File: config.mk
export PLATFORM = sky130hd
export DESIGN_NAME = sync_dr_tx
export DESIGN_NICKNAME = d
export VERILOG_FILES = /design/src/rtl/sync_dr_tx.sv
export SDC_FILE = /design/constraint.sdc
export NUM_CORES = 1
export LEC_CHECK = 0
export BUFFER_PORTS_ARGS = -buffer_cell sky130_fd_sc_hd__buf_2
export CAP_MARGIN = 25
export CORE_AREA = 2 2 39 41
export CTS_BUF_LIST = sky130_fd_sc_hd__clkbuf_2
export DETAILED_ROUTE_END_ITERATION = 8
export DIE_AREA = 0 0 41 43
export PLACE_DENSITY_LB_ADDON = 0.25
export RECOVER_POWER = 50
export SYNTH_ARGS = -nofsm -noshare
export SYNTH_HDL_FRONTEND = slang
export SYNTH_SLANG_ARGS = --single-unit
File: constraint.sdc
create_clock -name clk -period 1.4 [get_ports clk]
set_input_delay 0.21 -clock clk [delete_from_list [all_inputs] [get_ports clk]]
set_output_delay 0.21 -clock clk [all_outputs]
set_load 0.05 [all_outputs]
File: src/rtl/sync_dr_tx.sv
// sync_dr_tx: takes words from a clocked valid/ready source and drives them onto a
// dual-rail asynchronous link. It uses either two-phase (TP) or four-phase
// return-to-zero (FP) signalling. The asynchronous ack is synchronised before the
// FSM uses it.
//
// state      | meaning
// ST_IDLE    | no token outstanding; accepts a word when the synchronised ack is at rest
// ST_WAIT_HI | token on the link; FP waits for ack_s=1, TP waits for ack_s!=ph
// ST_WAIT_LO | FP only: spacer on the link, waiting for ack_s=0
module sync_dr_tx #(
  parameter ENC = "TP",
  parameter int WIDTH = 1,
  parameter int SYNC_STAGES = 2
) (
  input  logic                  clk,
  input  logic                  rst,
  input  logic [WIDTH-1:0]      in_data,
  input  logic                  in_valid,
  output logic                  in_ready,
  output logic [WIDTH-1:0][1:0] out,
  input  logic                  ack,
  output logic                  busy,
  output logic                  err
);

  // Any encoding other than "FP" is treated as two-phase.
  localparam logic IS_FP = (ENC == "FP");

  localparam logic [1:0] ST_IDLE    = 2'd0;
  localparam logic [1:0] ST_WAIT_HI = 2'd1;
  localparam logic [1:0] ST_WAIT_LO = 2'd2;

  logic [SYNC_STAGES-1:0]  sync_q;
  logic                    ack_s;
  logic                    ack_s_pre;
  logic [1:0]              state;
  logic                    ph;
  logic                    accept;
  logic                    rest_ok;
  logic                    bad_now;
  logic                    bad_pre;
  logic                    err_set;
  logic [WIDTH-1:0][1:0]   tok;

  // Synchroniser for the asynchronous ack; only the last stage reaches the FSM.
  always_ff @(posedge clk or negedge rst) begin
    if (!rst) begin
      sync_q <= '0;
    end else begin
      sync_q <= {sync_q[SYNC_STAGES-2:0], ack};
    end
  end

  assign ack_s     = sync_q[SYNC_STAGES-1];
  // The value ack_s will take at the next edge. This catches an ack change that
  // lands on the same edge as an accept.
  assign ack_s_pre = sync_q[SYNC_STAGES-2];

  // One-hot rail pattern for the incoming word: the true rail for a 1, the false rail for a 0.
  always_comb begin
    tok = '0;
    for (int i = 0; i < WIDTH; i++) begin
      tok[i][in_data[i]] = 1'b1;
    end
  end

  // Handshake qualifiers and protocol-error detection.
  always_comb begin
    rest_ok  = IS_FP ? ~ack_s : (ack_s == ph);
    in_ready = (state == ST_IDLE) & rest_ok;
    accept   = in_valid & in_ready;
    busy     = (state != ST_IDLE);
    bad_now  = IS_FP ? ack_s : (ack_s != ph);
    bad_pre  = IS_FP ? ack_s_pre : (ack_s_pre != ph);
    err_set  = (state == ST_IDLE) & (bad_now | (accept & bad_pre));
  end

  // Protocol sequencer. The link output is registered and changes only here.
  always_ff @(posedge clk or negedge rst) begin
    if (!rst) begin
      state <= ST_IDLE;
      out   <= '0;
      ph    <= 1'b0;
    end else begin
      case (state)
        ST_IDLE: begin
          if (accept) begin
            out   <= IS_FP ? tok : (out ^ tok);
            state <= ST_WAIT_HI;
          end
        end
        ST_WAIT_HI: begin
          if (IS_FP) begin
            if (ack_s) begin
              out   <= '0;
              state <= ST_WAIT_LO;
            end
          end else if (ack_s != ph) begin
            ph    <= ~ph;
            state <= ST_IDLE;
          end
        end
        ST_WAIT_LO: begin
          if (!ack_s) begin
            state <= ST_IDLE;
          end
        end
        default: state <= ST_IDLE;
      endcase
    end
  end

  // Sticky error flag; only reset clears it.
  always_ff @(posedge clk or negedge rst) begin
    if (!rst) begin
      err <= 1'b0;
    end else if (err_set) begin
      err <= 1'b1;
    end
  end

endmodule

==> flow_metrics.py <==
metrics = {
    "clock_tree": {
        "cts-root-buf": "clkbuf_2",
        "clock_latency_ps": 230,
        "cts_tree": "built",
        "clockBufferDepth": 2,
        "path_clk_slew_ps": 80,
        "htree_levels": 1,
        "cts.sinks": 7,
        "numCtsBuffers": 3,
    },
    "sta": {
        "relSlewSlack_pct": 75.1,
        "finClkSkew_ps": 7.98,
        "timing.final.ws_setup_ps": 60.2,
        "clock.fmax_mhz": 746,
        "whs_ps": 85.8,
        "slew_violations": 0,
        "finalHoldViolCount": 0,
        "final-setup-viol-count": 0,
        "period_share_pct": 95.7,
        "fin_crit_ps": 1340,
        "setup_tns_ps": 0,
        "rsz0062_at_grt": "true",
        "tightest_slew_ps": 374,
    },
    "worst_setup_path": {
        "critPathRequiredTime_ps": 1190,
        "crit_buf_inv": 1,
        "cp-startpoint": "ph$_DFFE_PN0P_",
        "arrival_ps": 1130,
        "rr_endpoint": "out[0]$_DFFE_PN0P_",
        "slowest_delay_ps": 430,
        "crit_end": "in_ready",
        "startpoint_type": "flip-flop",
        "worst-path-max-fanout": 3,
        "critPathKind": "reg -> out",
        "worst-path-stages": 3,
        "cp-end-kind": "output port",
        "crit_chain": "xor2_2 > nor2_2 > buf_6",
        "cp_top_family": "flip-flops",
        "slowest_stage": "dfrtp_1",
        "r2r_start": "ph$_DFFE_PN0P_",
        "r2r_slack_ps": 90,
        "reg2reg_depth": 4,
    },
    "layout": {
        "antenna_cells": 0,
        "area_growth_pct": 44.8,
        "final_cell_area_um2": 404,
        "layout_common_cells": "7 x dfrtp_1, 7 x buf_2, 4 x clkbuf_2, 3 x nor2_1",
        "finalNonFillerCells": 53,
        "final_core_util_pct": 29.2,
        "fillCellCount": 148,
        "drive_gt1_share_pct": 51.4,
        "layout.nets": 43,
    },
    "route": {
        "drc_errors": 0,
        "first_pass_iters": 2,
        "totalWireLength_um": 492,
        "vias": 205,
        "drtIter0Drc": 1,
        "wl_per_cell_um": 9.28,
        "ant_nets": 0,
        "routed_via_density": 3.87,
    },
    "placed_design": {
        "placed_area_um2": 347,
        "placed_cells": 46,
        "post-place-ws_ps": 195,
        "dp_hpwl_um": 355,
        "gp_congestion": 0.656,
        "io_buffers": 9,
    },
    "power": {
        "p_per_area_nw_per_um2": 2420,
        "swShare_pct": 47.0,
        "seqPwrFrac_pct": 33.9,
        "intPower_mw": 0.518,
        "ir_worst_vdd_mv": 0.746,
        "comb_power_share_pct": 50.6,
        "power_frac_clock_pct": 15.5,
        "leakagePower_nw": 0.182,
        "power.total_mw": 0.978,
        "p_sw_mw": 0.460,
    },
    "run_status": {
        "outcome": "finished clean",
    },
    "floorplan": {
        "die_x_um": 41,
        "fp.dieArea_um2": 1760,
        "core_um2": 1380,
        "rows": 14,
        "start_util_pct": 20.2,
        "pin_count": 10,
        "die_height_um": 43,
    },
    "grt": {
        "grt_start_max_net_pins": 8,
        "grt_overflow_total": 0,
        "grt_pass1_vias": 227,
        "grt_antenna_before_repair": 0,
        "grt_pass1_wl_um": 890,
        "track_usage_pct": 8.71,
    },
    "flow_run": {
        "drv_cap": 0,
    },
    "synthesis": {
        "synth-seq-area-share_pct": 62.8,
        "ys_types": 10,
        "synth_seq_cells": 7,
        "syn_area_um2": 279,
        "syn_avg_cell_area_um2": 13.3,
        "ys_warn_count": 0,
        "synthTopCellsByArea": "dfrtp_1 63%, xor2_1 9.4%, nor2_1 5.4%, nor4b_2 5.4%, mux2_2 4.0%",
        "synth_top_area_share_pct": 62.8,
        "yosys.area.top_type": "dfrtp_1",
        "netlist_instances": 21,
        "synth_nets": 26,
    },
    "min_path": {
        "min_path_cells": 1,
        "hold_class": "in -> reg",
    },
}
## sequential cells by signal, summed over array words and instances, names as in the netlist
signal  flops
ph          1
out         2
err         1
state       1
sync_q      2
## metal layers
metal  track usage (%)  vias to the layer above  part of all wire (%)
met3              9.42                        2                    10
met2              10.6                        8                    47
met4              6.00                        0                   1.6
met5                 0                        -                     0
li1                  -                      102                     -
met1              8.28                       93                    41
## synthesized netlist by cell type
master    instances
xor2_1            3
dfrtp_1           7
nor4b_2           1
or2_2             1
nand3b_1          1
a311oi_1          1
a211oi_1          1
mux2_2            1
nor2_1            4
nand2b_1          1
## cell families (layout without fill, tap and decap cells)
kind of cell / after synthesis / after routing / synth area share [%]
AO/OA/AOI/OAI: 2 / 2 / 5.83
XOR/XNOR: 3 / 3 / 9.42
flip-flops: 7 / 7 / 62.8
buffers and inverters: 0 / 16 / 0
AND/OR/NAND/NOR: 8 / 8 / 17.9
multiplexers: 1 / 1 / 4.04
## power groups by stage
stage	clock network [mW]	logic, mW	registers [mW]
5_1_grt	0.181	0.526	0.346
3_5_place_dp	0	0.418	0.333
4_1_cts	0.159	0.437	0.334
2_1_floorplan	0	0.177	0.478
3_3_place_gp	0	0.417	0.328
6_report	0.151	0.495	0.332
## worst min-delay path by stage
stage,start,end
4_1_cts,ack,sync_q[0]$_DFF_PN0_
6_report,ack,sync_q[0]$_DFF_PN0_
2_1_floorplan,rst,err$_DFFE_PN0P_
3_3_place_gp,rst,state[0]$_DFFE_PN0P_
3_5_place_dp,rst,err$_DFFE_PN0P_
5_1_grt,ack,sync_q[0]$_DFF_PN0_
## cell type report
class / instances / area [µm²] / area share [%]
sequential: 7 / 175 / 43.3
multi-input combinational: 14 / 114 / 28.2
timing repair buffer: 12 / 75.1 / 18.6
clock buffer: 4 / 20.0 / 4.95
tap: 16 / 20.0 / 4.95
## repair_timing
| action | 4_1_cts | 5_1_grt |
|---|---|---|
| setup buffers | 0 | 2 |
| setup endpoints to repair | 1 | 1 |
| gates cloned | 0 | 0 |
| hold buffers | 1 | 0 |
| resized for setup | 2 | 1 |
| endpoints found under the hold margin | 7 | 0 |
| pin swaps | 1 | 1 |
Power figures use the tool's default switching activity.
